==> src/rtl/htc_pkg.sv <==
// Shared types, sizes and the byte-reversal helper for the hash target checker.
`default_nettype none

package htc_pkg;

  typedef enum logic [1:0] {
    IDLE = 2'd0,
    CMP  = 2'd1,
    EMIT = 2'd2,
    HALT = 2'd3
  } htc_state_t;

  localparam int NCHUNK  = 4;
  localparam int CHUNK_W = 64;

  // Byte 0 of the input becomes the most significant byte of the result.
  function automatic logic [255:0] byte_rev256(input logic [255:0] d);
    logic [255:0] r;
    for (int i = 0; i < 32; i++) begin
      r[8*i +: 8] = d[8*(31-i) +: 8];
    end
    return r;
  endfunction

endpackage

`default_nettype wire

==> src/rtl/htc_chunk_cmp.sv <==
// Unsigned three-way compare of one 64-bit hash chunk against a target chunk.
`default_nettype none

module htc_chunk_cmp
  import htc_pkg::*;
(
  input  logic [CHUNK_W-1:0] a,
  input  logic [CHUNK_W-1:0] b,
  output logic               lt,
  output logic               gt
);

  assign lt = (a < b);
  assign gt = (a > b);

endmodule

`default_nettype wire

==> src/rtl/hash_target_check.sv <==
// ============================================================================
// hash_target_check : pops hash/nonce pairs, compares each hash 64 bits per
// cycle against a programmable target and presents hits on a valid/ready port.
// Optional macro HTC_STOP_ON_FIRST_EN adds found_clear and a HALT state.
// Revision: 1.0
// ============================================================================
`default_nettype none

module hash_target_check
  import htc_pkg::*;
#(
  parameter int BYTE_REV    = 1,
  parameter int FOUND_CNT_W = 16
) (
  input  logic                   clk,
  input  logic                   rst,
  input  logic                   hash_empty,
  input  logic [255:0]           hash_din,
  input  logic [31:0]            nonce_din,
  output logic                   hash_re,
  input  logic                   target_we,
  input  logic [255:0]           target_din,
  output logic                   found_valid,
  input  logic                   found_ready,
  output logic [31:0]            found_nonce,
  output logic [255:0]           found_hash,
  output logic [31:0]            hash_count,
  output logic [FOUND_CNT_W-1:0] found_count,
  output logic                   busy
`ifdef HTC_STOP_ON_FIRST_EN
  ,
  input  logic                   found_clear
`endif
);

  htc_state_t           state;
  logic [255:0]         target;
  logic [255:0]         t_snap;
  logic [255:0]         h_reg;
  logic [31:0]          nonce_reg;
  logic [1:0]           idx;
  logic [255:0]         hash_in;
  logic [CHUNK_W-1:0]   h_chunk;
  logic [CHUNK_W-1:0]   t_chunk;
  logic                 lt;
  logic                 gt;

  assign hash_in     = (BYTE_REV != 0) ? byte_rev256(hash_din) : hash_din;
  assign hash_re     = !rst && (state == IDLE) && !hash_empty;
  assign found_valid = (state == EMIT);
  assign busy        = (state != IDLE);
  assign found_hash  = h_reg;
  assign found_nonce = nonce_reg;

  // Most significant chunk first.
  always_comb begin
    h_chunk = h_reg[255:192];
    t_chunk = t_snap[255:192];
    case (idx)
      2'd1: begin h_chunk = h_reg[191:128]; t_chunk = t_snap[191:128]; end
      2'd2: begin h_chunk = h_reg[127:64];  t_chunk = t_snap[127:64];  end
      2'd3: begin h_chunk = h_reg[63:0];    t_chunk = t_snap[63:0];    end
      default: ;
    endcase
  end

  htc_chunk_cmp u_cmp (
    .a  (h_chunk),
    .b  (t_chunk),
    .lt (lt),
    .gt (gt)
  );

  always_ff @(posedge clk or posedge rst) begin
    if (rst) begin
      state       <= IDLE;
      target      <= '1;
      t_snap      <= '0;
      h_reg       <= '0;
      nonce_reg   <= '0;
      idx         <= '0;
      hash_count  <= '0;
      found_count <= '0;
    end else begin
      if (target_we) target <= target_din;
      case (state)
        IDLE: begin
          if (!hash_empty) begin
            h_reg      <= hash_in;
            nonce_reg  <= nonce_din;
            t_snap     <= target;
            hash_count <= hash_count + 32'd1;
            idx        <= '0;
            state      <= CMP;
          end
        end
        CMP: begin
          // Equality on the last chunk counts as meeting the target.
          if (lt || (!gt && idx == 2'(NCHUNK-1))) begin
            state <= EMIT;
            if (found_count != '1) found_count <= found_count + FOUND_CNT_W'(1);
          end else if (gt) begin
            state <= IDLE;
          end else begin
            idx <= idx + 2'd1;
          end
        end
        EMIT: begin
          if (found_ready) begin
`ifdef HTC_STOP_ON_FIRST_EN
            state <= HALT;
`else
            state <= IDLE;
`endif
          end
        end
        HALT: begin
`ifdef HTC_STOP_ON_FIRST_EN
          if (found_clear) state <= IDLE;
`else
          state <= IDLE;
`endif
        end
        default: state <= IDLE;
      endcase
    end
  end

endmodule

`default_nettype wire
==> config.mk <==
export PLATFORM = sky130hd
export DESIGN_NAME = hash_target_check
export DESIGN_NICKNAME = d
export VERILOG_FILES = /design/src/rtl/htc_pkg.sv /design/src/rtl/htc_chunk_cmp.sv /design/src/rtl/hash_target_check.sv
export SDC_FILE = /design/constraint.sdc
export NUM_CORES = 2
export LEC_CHECK = 0
export ABC_AREA = 1
export BUFFER_PORTS_ARGS = -buffer_cell sky130_fd_sc_hd__buf_2
export CORE_AREA = 2 2 350 352
export DETAILED_ROUTE_END_ITERATION = 8
export DIE_AREA = 0 0 352 354
export PLACE_DENSITY = 0.52
export RECOVER_POWER = 50
export SLEW_MARGIN = 10
export SYNTH_ARGS = -nofsm -noshare
export SYNTH_HDL_FRONTEND = slang
export SYNTH_HIERARCHICAL = 1
export SYNTH_SLANG_ARGS = --single-unit
==> constraint.sdc <==
create_clock -name clk -period 33.7 [get_ports clk]
set_input_delay 0 -clock clk [delete_from_list [all_inputs] [get_ports clk]]
set_output_delay 0 -clock clk [all_outputs]
set_load 0.005 [all_outputs]
==> flow_metrics.tcl <==
set metrics [dict create \
    p_int_mw 2.65 \
    yosysWarnings 6 \
    ys_ff_latch 852 \
    start_util 0.315 \
    synth_ff_type "dfrtp_1" \
    slew_viol_final 1161 \
    drtAntennaViolNets 0 \
    synth_seq_area_share 0.568 \
    synth_edf_count 0 \
    min_period_ns 12.46 \
    ff2ff_path_depth 20 \
    slowest_stage "clkbuf_1" \
    htree_levels 3 \
    status "complete, but fails checks" \
    crit_path_end_kind "flip-flop" \
    synth.area.top_cells "dfrtp_1 (39%), dfstp_2 (18%), nand2_1 (17%), o21ai_0 (7.4%), inv_1 (5.1%)" \
    yosys.area_share.adder 0.0230 \
    ir_worst_vdd_mv 0.0439 \
    die_x_um 352 \
    p_clk_frac 0.243 \
    synthXorXnorAreaFrac 0.00667 \
    dp_hpwl_um 115000 \
    cp.depth 4 \
    synth_cells 4471 \
    crit_family "buffers and inverters" \
    pwr-share-comb 0.391 \
    setup_viol 0 \
    grt_usage 0.253 \
    cts_tree "yes" \
    rows 128 \
    synth_top_cell_area_share 0.392 \
    slew-limit-headroom -5.26 \
    worstMarginPinSlew_ns 9.39 \
    ys_async_sr_fraction 1.00 \
    cp_data_arrival_time_ns 13.03 \
    final_hold_viol_count 0 \
    cts.clk_slew.worst_paths_ns 0.06 \
    cts_buffer_depth 3 \
    antenna_found_initial 34 \
    yosys.area_share.simple 0.192 \
    syn_nets 5090 \
    hp-class "in -> reg" \
    swShare 0.424 \
    grt_pass1_wl_um 237000 \
    synth_compound_area_frac 0.128 \
    rsz0062_at_grt "no" \
    drc 0 \
    cts_made_buffers 100 \
    yosys.area.top_type "dfrtp_1" \
    pin_count 888 \
    synth_top_family_by_area "simple AND/OR/NAND/NOR gates" \
    path_class "in -> reg" \
    cp_num_buf_inv 2 \
    cts_root_buffer "clkbuf_16" \
    cp-start-kind "input pin" \
    cts_sinks 852 \
    fmax_mhz 80.2 \
    routedWlPerCell_um 21.0 \
    crit_top_cell "clkbuf_1" \
    path_max_fanout 252 \
    layout-drive-gt1-share 0.183 \
    gp_congestion 0.953 \
    die-area_sq_um 125000 \
    finalCritPeriodShare 0.370 \
    hold_slack_ns 0.0469 \
    via_per_inst 4.71 \
    finalClockSkew_ns 0.0562 \
    cap_viol_max_count 11 \
    grt_max_degree 253 \
    dr.pass1.iters 8 \
    cts_setup_buffers 0 \
    nets 6601 \
    violations "capacitance limit, slew limit" \
    path_cells "clkbuf_1 -> clkbuf_1 -> nand2_1 -> o21ai_0" \
    syn_area_sq_um 38100 \
    core-area_sq_um 121000 \
    die_h_um 354 \
    io_buffer_count 887 \
    setup_tns_ns 0 \
    area_growth_pct 42.4 \
    seq_power_share 0.366 \
    synth.area.mux_share 0 \
    overflow 0 \
    insertion_delay_ns 0.71 \
    p_switching_mw 1.95 \
    hold_depth 4 \
    power_density_nw_per_um2 84.8 \
    p_leak_nw 25.9 \
    grt_pass1_vias 35920 \
    required_ns 34.26 \
    syn_area_per_cell_sq_um 8.52 \
    initialDrtViolationCount 3004 \
    num_vias 36367 \
    synthDistinctLibCells 36 \
    max_stage_delay_ns 6.53 \
    finalWirelength_um 162000 \
]
-- worst register-to-register path: stages (launching register included) --
cell	delay, ns
dfrtp_1	0.46
inv_1	0.20
ha_4	0.81
buf_4	0.65
buf_4	0.61
a21oi_1	0.14
a32oi_1	0.28
inv_1	0.10
ha_1	0.29
nand2_1	0.07
nor2_2	0.12
nand4_1	0.19
nor4_1	0.69
a21oi_1	0.17
inv_1	0.13
a21oi_1	0.15
nor2_1	0.45
nand2_4	0.24
inv_4	0.21
nand2_1	0.07
nand2_1	0.06
-- path summary, 6_finish.rpt --
path / from / end / slack, ns
max: target_we / target[252]$_DFFE_PP1P_ / 21.24
min: target_din[133] / target[133]$_DFFE_PP1P_ / 0.05
max reg2reg: idx[0]$_DFFE_PP0P_ / found_count[3]$_DFFE_PP0P_ / 27.58
min reg2reg: found_nonce[26]$_DFFE_PP0P_ / found_nonce[26]$_DFFE_PP0P_ / 0.48
max in group asynchronous: rst / t_snap[215]$_DFFE_PP0P_ / 21.69
min in group asynchronous: rst / found_hash[177]$_DFFE_PP0P_ / 1.30
-- cells by family after synthesis --
| group | count (synthesis) |
|---|---|
| compound gates | 874 |
| flops | 852 |
| fa+ha+maj | 70 |
| xor+xnor | 29 |
| buf+inv | 777 |
| simple gates | 1869 |
-- cells in the mapped netlist, types with 3 or more instances --
master    count
nand2_1    1718
nor2_2       14
dfrtp_1     596
nand3_1      29
xnor2_1      18
xor2_1       11
clkbuf_1    115
a21oi_1     155
buf_4        22
o21ai_0     567
dfstp_2     256
nand4_1      25
a32oi_1     128
buf_1        24
nor2_1       44
nand2_2       9
nor2_4        7
nand2_4       3
inv_1       516
ha_1         70
a21o_1        3
o21ai_1      19
buf_6         5
inv_2         9
buf_2        85
nor3_1       12
-- registers in the layout, indices dropped and copies added (netlist names) --
register,cells
state,2
found_count,16
found_nonce,32
idx,2
target,256
t_snap,256
hash_count,32
found_hash,256
-- layer usage --
| layer | up-vias | wire length [um] | GRT usage |
|---|---|---|---|
| li1 | 17214 | - | - |
| met1 | 17598 | 73700 | 0.354 |
| met2 | 1257 | 71500 | 0.387 |
| met3 | 292 | 10000 | 0.0447 |
| met4 | 6 | 6630 | 0.103 |
| met5 | - | 38 | 0 |
-- layout by cell type, fill, tap and decap left out, types with 102 or more instances in the layout --
master and instances:
o21ai_0 567, a32oi_1 128, inv_1 516, dlygate4sd3_1 743, buf_2 620, a21oi_1 155
clkbuf_1 299, dfrtp_1 596, nand2_1 1719, dfstp_2 256, clkbuf_16 102
-- power groups by stage --
stage	clock (mW)	sequential (mW)	combinational, mW
floorplan	0	1.59	1.02
global placement	0	1.68	1.74
detailed placement	0	1.68	1.76
CTS	1.14	1.67	1.84
global route	1.19	1.72	2.02
finish	1.12	1.68	1.80
-- what timing repair did --
action	CTS	global route
resized for setup	0	0
hold buffers	743	0
hold endpoints to repair	641	0
-- layout make-up --
cell class                      instances  area [sq um]
Clock inverter                         31           349
Fill cell                           12122         66700
Timing Repair Buffer                 1660         11800
Antenna cell                           30          75.1
Multi-Input combinational cell       2842         13400
Inverter                              526          1980
Tap cell                             1625          2030
Sequential cell                       852         21600
Clock buffer                          157          3050
-- metrics by stage --
stage | util | instance area (sq um) | cells | setup WS [ns] | total power [mW]
finish | 0.449 | 54200 | 7723 | 21.24 | 4.60
floorplan | - | 38100 | 4471 | 10.18 | 2.60
global placement | 0.362 | 43700 | 6762 | 27.45 | 3.42
detailed placement | 0.362 | 43700 | 6762 | 27.43 | 3.44
CTS | 0.451 | 54600 | 7693 | 27.42 | 4.66
global route | 0.448 | 54200 | 7716 | 19.16 | 4.93
(Power assumes the default switching activity.)
